[config.mk]
export PLATFORM = sky130hd
export DESIGN_NAME = bcd_to_binary
export DESIGN_NICKNAME = d
export VERILOG_FILES = /design/src/rtl/bcd_to_binary_pkg.sv /design/src/rtl/bcd_digit_adjust.sv /design/src/rtl/bcd_to_binary.sv
export SDC_FILE = /design/constraint.sdc
export NUM_CORES = 1
export LEC_CHECK = 0
export CORE_UTILIZATION = 48
export DETAILED_ROUTE_END_ITERATION = 8
export GPL_TIMING_DRIVEN = 0
export PLACE_DENSITY_LB_ADDON = 0.12
export SLEW_MARGIN = 15
export SYNTH_ARGS = -nofsm -noshare
export SYNTH_HDL_FRONTEND = slang
export SYNTH_SLANG_ARGS = --single-unit
[constraint.sdc]
create_clock -name clock -period 1.35 [get_ports clock]
set_input_delay 0.2025 -clock clock [delete_from_list [all_inputs] [get_ports clock]]
set_output_delay 0.2025 -clock clock [all_outputs]
set_load 0.01 [all_outputs]
[src/rtl/bcd_to_binary_pkg.sv]
// bcd_to_binary_pkg: shared sizes, digit limit and FSM states for the BCD-to-binary converter
package bcd_to_binary_pkg;
    localparam int NUM_DIGITS = 3;
    localparam int BIN_WIDTH  = 10;
    localparam int BCD_WIDTH  = 4 * NUM_DIGITS;
    localparam int WORK_WIDTH = BCD_WIDTH + BIN_WIDTH;
    localparam logic [3:0] DIGIT_MAX = 4'd9;
    typedef enum logic [1:0] {IDLE, SHIFT, FINISH} state_t;
endpackage

[src/rtl/bcd_digit_adjust.sv]
// bcd_digit_adjust: reverse double-dabble correction, subtract 3 from a digit of 8 or more
module bcd_digit_adjust (
    input  logic [3:0] digit_in,
    output logic [3:0] digit_out
);
    always_comb digit_out = (digit_in >= 4'd8) ? digit_in - 4'd3 : digit_in;
endmodule

[src/rtl/bcd_to_binary.sv]
// bcd_to_binary: sequential 3-digit BCD to 10-bit binary converter (reverse double-dabble)
module bcd_to_binary
    import bcd_to_binary_pkg::*;
(
    input  logic                 clock,
    input  logic                 reset,
    input  logic                 start,
    input  logic [3:0]           hundreds,
    input  logic [3:0]           tens,
    input  logic [3:0]           ones,
    output logic                 busy,
    output logic                 done,
    output logic                 error,
    output logic [BIN_WIDTH-1:0] binary
);
    state_t                state_q, state_d;
    logic [WORK_WIDTH-1:0] work_q, work_d;
    logic [3:0]            cnt_q, cnt_d;
    logic                  err_pend_q, err_pend_d;
    logic                  busy_q, busy_d;
    logic                  done_q, done_d;
    logic                  error_q, error_d;
    logic [BIN_WIDTH-1:0]  binary_q, binary_d;
    logic [WORK_WIDTH-1:0] shifted;
    logic [BCD_WIDTH-1:0]  adj_bcd;
    logic                  digit_bad;

    assign shifted   = work_q >> 1;
    assign digit_bad = (hundreds > DIGIT_MAX) || (tens > DIGIT_MAX) || (ones > DIGIT_MAX);

    for (genvar d = 0; d < NUM_DIGITS; d++) begin : g_adj
        bcd_digit_adjust u_adj (
            .digit_in  (shifted[BIN_WIDTH + 4*d +: 4]),
            .digit_out (adj_bcd[4*d +: 4])
        );
    end

    always_comb begin
        state_d    = state_q;
        work_d     = work_q;
        cnt_d      = cnt_q;
        err_pend_d = err_pend_q;
        done_d     = 1'b0;
        error_d    = error_q;
        binary_d   = binary_q;
        case (state_q)
            IDLE: if (start) begin
                state_d    = digit_bad ? FINISH : SHIFT;
                err_pend_d = digit_bad;
                if (!digit_bad) begin
                    work_d = {hundreds, tens, ones, {BIN_WIDTH{1'b0}}};
                    cnt_d  = 4'd0;
                end
            end
            SHIFT: begin
                work_d  = {adj_bcd, shifted[BIN_WIDTH-1:0]};
                cnt_d   = cnt_q + 4'd1;
                state_d = (cnt_q == 4'(BIN_WIDTH - 1)) ? FINISH : SHIFT;
            end
            FINISH: begin
                state_d  = IDLE;
                done_d   = 1'b1;
                error_d  = err_pend_q;
                binary_d = err_pend_q ? binary_q : work_q[BIN_WIDTH-1:0];
            end
            default: state_d = IDLE;
        endcase
        busy_d = (state_d != IDLE);
    end

    always_ff @(posedge clock) begin
        if (reset) begin
            state_q    <= IDLE;
            work_q     <= '0;
            cnt_q      <= '0;
            err_pend_q <= 1'b0;
            busy_q     <= 1'b0;
            done_q     <= 1'b0;
            error_q    <= 1'b0;
            binary_q   <= '0;
        end else begin
            state_q    <= state_d;
            work_q     <= work_d;
            cnt_q      <= cnt_d;
            err_pend_q <= err_pend_d;
            busy_q     <= busy_d;
            done_q     <= done_d;
            error_q    <= error_d;
            binary_q   <= binary_d;
        end
    end

    assign busy   = busy_q;
    assign done   = done_q;
    assign error  = error_q;
    assign binary = binary_q;
endmodule

# After elaboration in Yosys (flattened, before gate mapping)
# Index checks and enable logic that the tools add are counted.
# totals
inputBits,15
out_inout_bits,13
latchBits,0
regBits,42
romBits,0
mem_count,0
wordCells,46
ramBits,0
# op_classes
n_shift,0
div_mod_pow,0
addsub,4
mul,0
magnitude_cmp,6
n_bitwise,1
n_reduce_logical,8
eq_ne,5
n_mux,14
# ops
cell,n
22-bit two-way mux,2
22-bit case mux with 2 select lines,1
4-bit two-way mux,5
"4-bit > comparator, second input constant",3
"4-bit >= comparator, second input constant",2
4-bit case mux with 2 select lines,1
"4-bit by 2-bit subtractor with 4-bit output, second input constant",2
2-bit two-way mux,3
"4-bit by 1-bit adder with 4-bit output, second input constant",1
"4-bit == test, second input constant",1
"3-bit by 4-bit >= comparator with 1-bit output, second input constant",1
"2-bit inequality test, second input constant",2
2-bit case mux with 2 select lines,1
2-bit AND reduction,2
2-bit nonzero test,2
"3-bit by 2-bit subtractor with 4-bit output, second input constant",1
3-bit AND reduction,1
"2-bit by 1-bit == test with 1-bit output, second input constant",1
"2-bit == test, second input constant",1
2-bit zero test,1
1-bit logical OR,2
1-bit two-way mux,1
1-bit inverter,1

# Depth between registers and ports, before layout
# depth
word_depth,7
ltp_mapped,6
mapped_depth_nobuf,6

# By module
# From an unflattened synthesis, not the netlist that was laid out.
# unflattened
cells_unflattened,221
hier_area_um2,2048.2
# by_module_without_submodules
mod,cells_per_inst,area_each_um2,seq_area_each_um2,n_inst
bcd_to_binary,188,1819.2,840.8,1
bcd_digit_adjust,11,76.3,0.0,3

# Worst setup path before layout
# Ideal clock, no wire load.
# synth_timing
kind,register to register
from,register state_q[1]
to,register work_q[8]
setup_time_ns,0.117
period_less_slack_ns,1.371
n_path_buf,1
path_stages_with_launch,6
required_ns,1.233
setup_slack_ns,-0.021
arrival_ns,1.254
cell_sequence,dfxtp_1 > nor2b_4 > nand4_4 > and3_4 > buf_6 > a22o_1
# synth_between
elab_chain_len,3
elab_cells_between_ends,7
cone_classes,3 x eq/ne; 1 x mux; 3 x reduce/logical
# synth_lines
element,line_no,text
"start, declared",bcd_to_binary.sv:16,"state_t state_q, state_d;"
"start signal, assigned",bcd_to_binary.sv:82,state_q <= state_d;
2-bit by 1-bit == test with 1-bit output or 2-bit zero test (tied branches),bcd_to_binary.sv:46,case (state_q)
2-bit nonzero test (no source line) or 2-bit inequality test (tied branches),--,
3-bit AND reduction (no source line),--,
"end signal, assigned",bcd_to_binary.sv:83,work_q <= work_d;
"end, declared",bcd_to_binary.sv:17,"logic [WORK_WIDTH-1:0] work_q, work_d;"
# Several ways; a longest one is shown, not always the timed one.
# A chain may end at the register's enable or synchronous reset.

# Final worst setup path
# layout_timing
from,register state_q[1]
to,register work_q[3]
# The elaborated chain is that of the path after synthesis.

==> reports/qor.csv <==
metric,value,unit
Crit-path slowest cell,dfxtp_4,
grt ovf,0,
syn nets,206,
peak supply drop,0.7809,mV
crit-path leading delay family,flip-flops,
Die Wd,63.99,µm
Crit Path Class,flop to flop,
Ys Warns,0,
clk_lat worst skew,300,ps
Post-synth top cells,"dfxtp_1, nor2_1, nand2_1, mux2i_1, a22o_1",
final setup fails,11,
Hold WS,253.4,ps
Slowest Stage Delay on Critical Path,390,ps
hold path startpoint,hundreds[2],
RSZ-0062 raised after global routing,true,
Die H,63.99,µm
hpwl dp,2642,µm
Mapped Cells,185,
Worst Hold Path EP,work_q[20],
antenna violations before repair,0,
Final Hold Viols,0,
area of the core,0.003661,mm²
row count,22,
adder-cell share of the synthesized area,4.071,%
Reg2Reg Capture Point,work_q[3],
layout net count,253,
Post-Synth Simple-Gate Area,16.69,%
gr usage total,22.29,%
WL final,4208,µm
area delta synth->final,34.74,%
hold crit path type,primary input to flop,
vias,1589,
cells on worst reg2reg path,5,
WP data arrival,1580,ps
FMAX,722.2,MHz
cell taking the most area after synthesis,dfxtp_1,
critical-path cell list,nand2b_1 -> clkbuf_4 -> and3_4 -> buf_8 -> a22o_1,
Max Slew Vio Count,0,
top-count cell post-synth,dfxtp_1,
post-DR vias/cell,5.655,
Synth async-reset ratio,0,%
Critical Path Source Type,flop,
CTS HTree Levels,2,
die area,0.004094,mm²
Worst Path Max Fanout,10,
Least-Margin Pin Slew,610.8,ps
Power Density,1095,mW/mm²
top_reg_cell synth,dfxtp_1,
post-synth top area share,45.59,%
CP required,1540,ps
post-synthesis compound-gate area fraction,19.27,%
sequential area share after synthesis,45.59,%
"EDFF count, synth",0,
vias in the first global route,1502,
skew final,2.392,ps
Final Core Density,67.87,%
post-route ant nets,0,
drt drc,0,
placed cells,260,
GPL Wtd Cong,0.8250,
Clock Tree Buf Depth,2,
DR iter-0 viols,91,
slew margin rel.,59.28,%
minimum clock period,1385,ps
"Cell Count, Final, Fillers Out",281,
Levels on crit path,5,
CTS tree,done,
largest net degree at the start of global routing,14,
mux cell area share after synthesis,7.666,%
Syn Area/Cell,9.969,µm²
largest family of logic cells by synthesized area,compound AO/OA/AOI/OAI gates,
share of layout cells above drive strength 1,23.18,%
Worst Hold Depth,3,
first-pass GRT wire length,6955,µm
routed len/inst,14.98,µm
failing checks,setup timing,
Leak Pwr,1.047,nW
Tcrit/Tclk final,102.6,%
worst r2r src,state_q[1],
xor and xnor area share after synthesis,1.900,%
worst path bufs/invs,2,
clock transition at the registers of the reported paths,80,ps
post-synthesis cell type count,39,
total CTS buffers,5,
DR pass1 iterations,4,
Reg2Reg Setup Slack,-30,ps
Yosys reg bits,42,
input/output buffers,27,
max_cap viols,0,
"top cells by area, synth","dfxtp_1, mux2i_1, a22o_1",
outcome,"finished, violations left",
clock root buffer master,clkbuf_8,
antenna cells,0,
final worst slack,-34.64,ps
Sink Count,42,
I/O pin count,28,
Worst Setup End Kind,flop,
mapped cell area,0.001844,mm²
Initial Util,50.38,%
[where the power goes]
| part | total, mW | switching [mW] | internal (mW) | leakage [nW] |
|---|---|---|---|---|
| Clock | 0.992 | 0.441 | 0.552 | 0.0514 |
| Sequential | 1.33 | 0.0490 | 1.28 | 0.343 |
| Combinational | 0.399 | 0.200 | 0.199 | 0.654 |
| Total | 2.72 | 0.690 | 2.03 | 1.05 |
[logic make-up (layout without fill, tap and decap cells)]
family / count (synthesis) / after routing
AO/OA/AOI/OAI: 44 / 44
XOR/XNOR: 4 / 4
adder cells (fa/ha/maj): 6 / 6
buffers and inverters: 16 / 64
flip-flops: 42 / 42
multiplexers: 14 / 14
AND/OR/NAND/NOR: 59 / 59
[state kept, by name, summed over array words and instances, names as in the netlist]
register / cells
err_pend_q: 1
work_q: 22
state_q: 2
cnt_q: 4
busy: 1
error: 1
done: 1
binary: 10
[through the flow]
| step | power (mW) | worst slack, ps | setup TNS [ps] | cell area, µm² |
|---|---|---|---|---|
| after floorplan | 1.563 | 18.01 | 0 | 1846 |
| after global placement | 1.665 | -542.1 | -15240 | 2176 |
| after detailed placement | 1.678 | -587.7 | -16760 | 2176 |
| after CTS | 2.698 | 1.232 | 0 | 2407 |
| after global routing | 2.825 | -72.97 | -902.7 | 2485 |
| final | 2.721 | -34.64 | -212.6 | 2485 |
[final cells by class]
class | count | area, µm²
Buffer | 8 | 66.31
Clock buffer | 6 | 72.57
Clock inverter | 2 | 37.54
Fill cell | 291 | 1176
Inverter | 7 | 26.28
Multi-Input combinational cell | 127 | 985.9
Sequential cell | 42 | 849.6
Tap cell | 48 | 60.06
Timing Repair Buffer | 41 | 386.6
[cell usage in the layout (no fill, tap or decap), types with 3 or more instances in the layout]
master            n
o211ai_1          6
o21ai_0           3
a21oi_2           3
a21oi_1           4
nor2_2            3
nor3_1            7
mux2i_1          13
nand2b_1          4
nand2_1          13
ha_1              6
buf_6             5
inv_1             7
dlymetal6s2s_1    4
buf_4            11
dlygate4sd2_1    18
nor2_1           19
o21ai_4           3
a311oi_1          4
xnor2_1           4
clkdlybuf4s50_1   5
dfxtp_1          39
a22o_1            9
clkbuf_8          5
[worst min-delay path, cell delays in order]
cell and delay (ps):
dlymetal6s2s_1 160, nand2_1 70, a311oi_1 80
[repair_timing]
item,4_1_cts,5_1_grt
pin swaps,6,20
cloned,1,0
gates resized for setup,28,24
buffers inserted,12,1
endpoints found under the setup margin,47,39
hold buffers,0,0
[per-layer routing]
layer	vias up	GRT usage (%)	share of wire (%)
met1	778	26.73	45
met2	44	37.23	49
met4	0	10.80	1.8
met5	-	0	0
li1	758	-	-
met3	9	5.179	4.3
[worst max-delay path by stage]
stage	slack, ps	start	end
after detailed placement	-590	ones[2]	work_q[1]
after global routing	-70	state_q[1]	work_q[5]
after CTS	1	hundreds[2]	work_q[11]
after global placement	-540	ones[2]	work_q[2]
after floorplan	20	state_q[1]	work_q[8]
final	-30	state_q[1]	work_q[3]
Power figures use the tool's default switching activity.
